[src/rtl/mem_pkg.sv]
// Shared definitions for the MEM stage: funct3 access codes, FSM states and
// legality/alignment helpers for RV32I loads and stores.
package mem_pkg;

    localparam logic [2:0] F3_B  = 3'd0;
    localparam logic [2:0] F3_H  = 3'd1;
    localparam logic [2:0] F3_W  = 3'd2;
    localparam logic [2:0] F3_BU = 3'd4;
    localparam logic [2:0] F3_HU = 3'd5;

    typedef enum logic [1:0] {
        IDLE = 2'd0,
        REQ  = 2'd1,
        RESP = 2'd2
    } mem_state_e;

    // Unsigned variants exist only for loads.
    function automatic logic f3_legal(input logic is_load, input logic [2:0] f3);
        case (f3)
            F3_B, F3_H, F3_W: return 1'b1;
            F3_BU, F3_HU:     return is_load;
            default:          return 1'b0;
        endcase
    endfunction

    function automatic logic f3_aligned(input logic [2:0] f3, input logic [1:0] addr_lo);
        case (f3[1:0])
            2'd1:    return addr_lo[0] == 1'b0;
            2'd2:    return addr_lo == 2'b00;
            default: return 1'b1;
        endcase
    endfunction

endpackage

[src/rtl/load_aligner.sv]
// Picks the addressed byte/half out of a read word and sign- or zero-extends it.
module load_aligner
    import mem_pkg::*;
(
    input  logic [31:0] rdata,
    input  logic [1:0]  addr_lo,
    input  logic [2:0]  funct3,
    output logic [31:0] read_data
);

    logic [31:0] shifted;

    assign shifted = rdata >> {addr_lo, 3'b000};

    always_comb begin
        read_data = rdata;
        case (funct3)
            F3_B:    read_data = {{24{shifted[7]}}, shifted[7:0]};
            F3_H:    read_data = {{16{shifted[15]}}, shifted[15:0]};
            F3_BU:   read_data = {24'h0, shifted[7:0]};
            F3_HU:   read_data = {16'h0, shifted[15:0]};
            default: read_data = rdata;
        endcase
    end

endmodule

[src/rtl/mem_access_unit.sv]
// MEM stage of the RV32I pipeline: issues a req/ack data-memory transaction,
// stalls until it completes, aligns load data and flags misaligned/illegal/timeout faults.
module mem_access_unit
    import mem_pkg::*;
#(
    parameter int TIMEOUT_CYCLES = 16
) (
    input  logic        clk,
    input  logic        rst,
    input  logic        memRead_Mem_In,
    input  logic        memWrite_Mem_In,
    input  logic [2:0]  funct3_Mem_In,
    input  logic [31:0] aluOut_Mem_In,
    input  logic [31:0] writeD_Mem_In,
    input  logic [4:0]  rd_Mem_In,
    input  logic        regWrite_Mem_In,
    input  logic        memToRegWrite_Mem_In,
    output logic        dmem_req,
    output logic        dmem_we,
    output logic [31:0] dmem_addr,
    output logic [3:0]  dmem_be,
    output logic [31:0] dmem_wdata,
    input  logic        dmem_ack,
    input  logic [31:0] dmem_rdata,
    output logic        stall_Mem,
    output logic [31:0] readD_Mem_Out,
    output logic [31:0] aluOut_Mem_Out,
    output logic [4:0]  rd_Mem_Out,
    output logic        regWrite_Mem_Out,
    output logic        memToRegWrite_Mem_Out,
    output logic        fault_Mem_Out
);

    localparam int CW = (TIMEOUT_CYCLES > 1) ? $clog2(TIMEOUT_CYCLES) : 1;
    localparam logic [CW-1:0] CNT_LAST = CW'(TIMEOUT_CYCLES - 1);

    mem_state_e    state, next_state;
    logic [CW-1:0] counter;
    logic [31:0]   hold;
    logic          err;

    logic        access, conflict, ok;
    logic [3:0]  be_next;
    logic [31:0] wdata_next;
    logic [31:0] aligned_data;

    assign access   = memRead_Mem_In ^ memWrite_Mem_In;
    assign conflict = memRead_Mem_In & memWrite_Mem_In;
    assign ok       = access && f3_legal(memRead_Mem_In, funct3_Mem_In)
                      && f3_aligned(funct3_Mem_In, aluOut_Mem_In[1:0]);

    // Store data is replicated across every lane so memory only needs the byte enables.
    always_comb begin
        // NOTE: every always_comb output gets a default first so no path can infer a latch.
        be_next    = 4'b1111;
        wdata_next = writeD_Mem_In;
        case (funct3_Mem_In[1:0])
            2'd0: begin
                be_next    = 4'b0001 << aluOut_Mem_In[1:0];
                wdata_next = {4{writeD_Mem_In[7:0]}};
            end
            2'd1: begin
                be_next    = aluOut_Mem_In[1] ? 4'b1100 : 4'b0011;
                wdata_next = {2{writeD_Mem_In[15:0]}};
            end
            default: ;
        endcase
    end

    always_comb begin
        next_state    = state;
        stall_Mem     = 1'b0;
        fault_Mem_Out = 1'b0;
        case (state)
            IDLE: begin
                if (ok) begin
                    next_state = REQ;
                    stall_Mem  = 1'b1;
                end else begin
                    fault_Mem_Out = access | conflict;
                end
            end
            REQ: begin
                stall_Mem = 1'b1;
                if (dmem_ack || counter == CNT_LAST) next_state = RESP;
            end
            RESP: begin
                fault_Mem_Out = err;
                next_state    = IDLE;
            end
            default: next_state = IDLE;
        endcase
    end

    load_aligner u_load_aligner (
        .rdata     (hold),
        .addr_lo   (aluOut_Mem_In[1:0]),
        .funct3    (funct3_Mem_In),
        .read_data (aligned_data)
    );

    // MEM/WB only captures in RESP, so load data is exposed there and nowhere else.
    assign readD_Mem_Out         = (state == RESP && memRead_Mem_In) ? aligned_data : 32'h0;
    assign regWrite_Mem_Out      = regWrite_Mem_In & ~fault_Mem_Out;
    assign aluOut_Mem_Out        = aluOut_Mem_In;
    assign rd_Mem_Out            = rd_Mem_In;
    assign memToRegWrite_Mem_Out = memToRegWrite_Mem_In;

    always_ff @(posedge clk) begin
        // NOTE: sequential state uses non-blocking assignments so every register samples pre-edge values.
        if (rst) begin
            state      <= IDLE;
            dmem_req   <= 1'b0;
            dmem_we    <= 1'b0;
            dmem_addr  <= 32'h0;
            dmem_be    <= 4'h0;
            dmem_wdata <= 32'h0;
            counter    <= '0;
            hold       <= 32'h0;
            err        <= 1'b0;
        end else begin
            state <= next_state;
            case (state)
                IDLE: begin
                    if (ok) begin
                        dmem_req   <= 1'b1;
                        dmem_we    <= memWrite_Mem_In;
                        dmem_addr  <= {aluOut_Mem_In[31:2], 2'b00};
                        dmem_be    <= be_next;
                        dmem_wdata <= wdata_next;
                        counter    <= '0;
                        err        <= 1'b0;
                    end
                end
                REQ: begin
                    if (dmem_ack) begin
                        hold     <= dmem_rdata;
                        dmem_req <= 1'b0;
                        dmem_we  <= 1'b0;
                    end else if (counter == CNT_LAST) begin
                        hold     <= 32'h0;
                        dmem_req <= 1'b0;
                        dmem_we  <= 1'b0;
                        err      <= 1'b1;
                    end else begin
                        counter <= counter + 1'b1;
                    end
                end
                default: ;
            endcase
        end
    end

endmodule

[config.mk]
export PLATFORM = sky130hd
export DESIGN_NAME = mem_access_unit
export DESIGN_NICKNAME = d
export VERILOG_FILES = /design/src/rtl/mem_pkg.sv /design/src/rtl/load_aligner.sv /design/src/rtl/mem_access_unit.sv
export SDC_FILE = /design/constraint.sdc
export NUM_CORES = 1
export LEC_CHECK = 0
export ABC_AREA = 1
export BUFFER_PORTS_ARGS = -buffer_cell sky130_fd_sc_hd__buf_2
export CORE_MARGIN = 2
export CORE_UTILIZATION = 30
export CTS_CLUSTER_SIZE = 12
export DETAILED_ROUTE_END_ITERATION = 8
export GPL_TIMING_DRIVEN = 0
export MAX_ROUTING_LAYER = met4
export SLEW_MARGIN = 20
export SYNTH_ARGS = -nofsm -noshare
export SYNTH_HDL_FRONTEND = slang
export SYNTH_HIERARCHICAL = 1
export SYNTH_SLANG_ARGS = --single-unit
[constraint.sdc]
create_clock -name clk -period 2.58 [get_ports clk]
set_input_delay 0.258 -clock clk [delete_from_list [all_inputs] [get_ports clk]]
set_output_delay 0.258 -clock clk [all_outputs]
set_load 0.05 [all_outputs]
==> impl_metrics.yaml <==
status:
  status: "finished, final reports clean"
clock_network:
  clock-sinks: 107
  clk-insertion-delay-late_ns: 0.35
  cts_root_buffer: "clkbuf_16"
  cts_buffer_depth: 2
  cts_tree: "built"
  cts_resized: 0
  postCtsSetupRepairBufs: 0
  cts.clk_slew.worst_paths_ns: 0.08
  numCtsBuffers: 9
  cts_hold_buf: 0
  htree_levels: 3
synthesis:
  yosysWarnings: 6
  synth.cell_area_um2: 5920
  synth-simple-area-share_pct: 33.1
  synthDistinctLibCells: 29
  avgSynthCellArea_um2: 6.47
  synthMuxAreaShare_pct: 0
  seq_area_frac_synth_pct: 36.2
  synth_top_family_by_area: "simple AND/OR/NAND/NOR gates"
  ys_ff_latch: 107
  synth_compound_area_share_pct: 13.6
  synthAdderAreaFrac_pct: 1.06
  synthCells: 916
  synth-xor-area-share_pct: 0.148
timing:
  tightestPinTransition_ns: 0.674
  post-route-period-util_pct: 86.3
  fin_skew_ns: 0.00817
  tns_ns: 0
  drv_slew: 0
  relSlewSlack_pct: 55.1
  period_minus_slack_ns: 2.23
  hold_viol_final: 0
  worst_slack_ns: 0.354
  rsz0062_at_grt: "no"
  max_clock_freq_mhz: 449
  finalSetupViolCount: 0
routing:
  dr.pass1.iters: 5
  viasPerCell: 4.40
  ant_nets: 0
  wirelength_um: 19500
  wire_per_inst_um: 13.5
  drc: 0
  num_vias: 6342
  first_iter_violations: 269
floorplan:
  die_x_um: 145
  die_area_um2: 20900
  rows: 51
  core_um2: 19400
  start_util_pct: 30.5
  die_h_um: 145
  pin_count: 254
final_layout:
  final_common_cell: "nand2_1"
  final_util_pct: 40.1
  fin_nets: 1288
  layout_common_cells: "348 x nand2_1, 269 x buf_2, 107 x dfxtp_1"
  drive_above_1_share_pct: 32.9
  antenna_cells: 0
  layout-area-overhead-vs-synth_pct: 31.3
  fin_area_um2: 7780
  fin_cells: 1442
global_route:
  grtUsageTotal_pct: 19.0
  grt_max_degree: 21
  overflow: 0
  grt_pass1_wl_um: 30000
  antenna_found_initial: 0
  first_global_vias: 5883
critical_path:
  critPathRequiredTime_ns: 2.32
  r2r_cells: 9
  r2r_start: "counter[0]"
  critPathCaptureType: "output pin"
  worstPathMaxFanout: 10
  r2r_slack_ns: 1.00
  critPathLaunchType: "flip-flop"
  r2r-end: "hold[17]"
  worstSetupPathType: "flip-flop to output pin"
  critPathArrivalTime_ns: 1.97
pwr:
  max-vdd-ir-drop_v: 0.000300
  power.density_nw_per_um2: 536
  total_leakage_power_nw: 3.78
placement:
  hpwl_um: 15500
  post-place-ws_ns: 0.506
  place_inst: 1426
  placed_area_um2: 7480
  gp_congestion: 0.943
  portBuffers: 244
min_path:
  hold_end: "dmem_addr[25]"
  holdCritPathClass: "primary input to flip-flop"
  min_from: "aluOut_Mem_In[25]"
  hold_depth: 3
job:
  maxCapViolCount: 0
-- registers in the layout, summed over array words and instances (netlist names) --
| register | count |
|---|---|
| hold | 32 |
| dmem_addr | 30 |
| counter | 4 |
| state | 2 |
| dmem_be | 4 |
| dmem_req | 1 |
| err | 1 |
| dmem_wdata | 32 |
| dmem_we | 1 |
-- synthesized netlist by cell type, drive strengths merged --
cell | n | area share, %
nand2 | 372 | 25
a21oi | 112 | 10
dfxtp | 107 | 36
inv | 87 | 5.6
buf | 75 | 9.2
nor2 | 65 | 4.5
o21ai | 32 | 2.7
nand3 | 23 | 2.5
clkbuf | 18 | 1.1
nand4 | 9 | 0.95
o211ai | 6 | 0.76
ha | 5 | 1.1
nor3 | 2 | 0.25
conb | 1 | 0.063
or2 | 1 | 0.11
xor2 | 1 | 0.15
-- cell type report --
class	count	area (µm²)
fill	2225	11600
multi-input combinational	630	2840
sequential	107	2140
timing repair buffer	244	1220
buffer	93	611
inverter	87	334
tap	265	332
clock buffer	9	225
clock inverter	7	72.6
-- power by group --
group | switching, W | internal (W) | total (W)
sequential | 0.0000399 | 0.00172 | 0.00176
combinational | 0.000726 | 0.000304 | 0.00103
clock | 0.000700 | 0.000684 | 0.00138
-- critical path: stages (launching register included) --
cell     delay [ns]
dfxtp_1        0.44
nand2_1        0.08
nand3_1        0.15
nand3_4        0.18
nand2_4        0.12
inv_4          0.05
buf_12         0.14
nand2_2        0.05
inv_1          0.04
nor2_1         0.09
buf_2          0.28
-- kinds of logic (layout without fill, tap and decap cells) --
logic type | Yosys count | in the layout
compound gates | 150 | 150
xor+xnor | 1 | 1
fa+ha+maj | 5 | 5
buf+inv | 180 | 440
flops | 107 | 107
other cells | 1 | 2
simple gates | 472 | 472
-- worst max path at each step --
| stage | start | to | slack (ns) | depth (start not counted) |
|---|---|---|---|---|
| 6_report | hold[31] | readD_Mem_Out[31] | 0.35 | 10 |
| 5_1_grt | hold[15] | readD_Mem_Out[31] | 0.24 | 10 |
| 4_1_cts | hold[15] | readD_Mem_Out[31] | 0.34 | 10 |
| 2_1_floorplan | funct3_Mem_In[1] | regWrite_Mem_Out | 0.30 | 8 |
| 3_3_place_gp | funct3_Mem_In[1] | stall_Mem | 0.50 | 10 |
| 3_5_place_dp | aluOut_Mem_In[1] | readD_Mem_Out[31] | 0.51 | 14 |
-- per-stage QoR --
stage	hold slack (ns)	total power (W)
2_1_floorplan	0.394	0.00252
3_3_place_gp	0.449	0.00283
3_5_place_dp	0.451	0.00283
4_1_cts	0.134	0.00423
5_1_grt	0.139	0.00438
6_report	0.152	0.00417
-- routing by layer --
layer,routed length [µm],track usage (%),part of all wire [%]
met1,8580,23.3,44
met4,248,4.34,1.3
met2,9420,32.3,48
met5,0,-,0
met3,1260,3.84,6.4
Note: power is estimated with default switching activity, not from simulation.
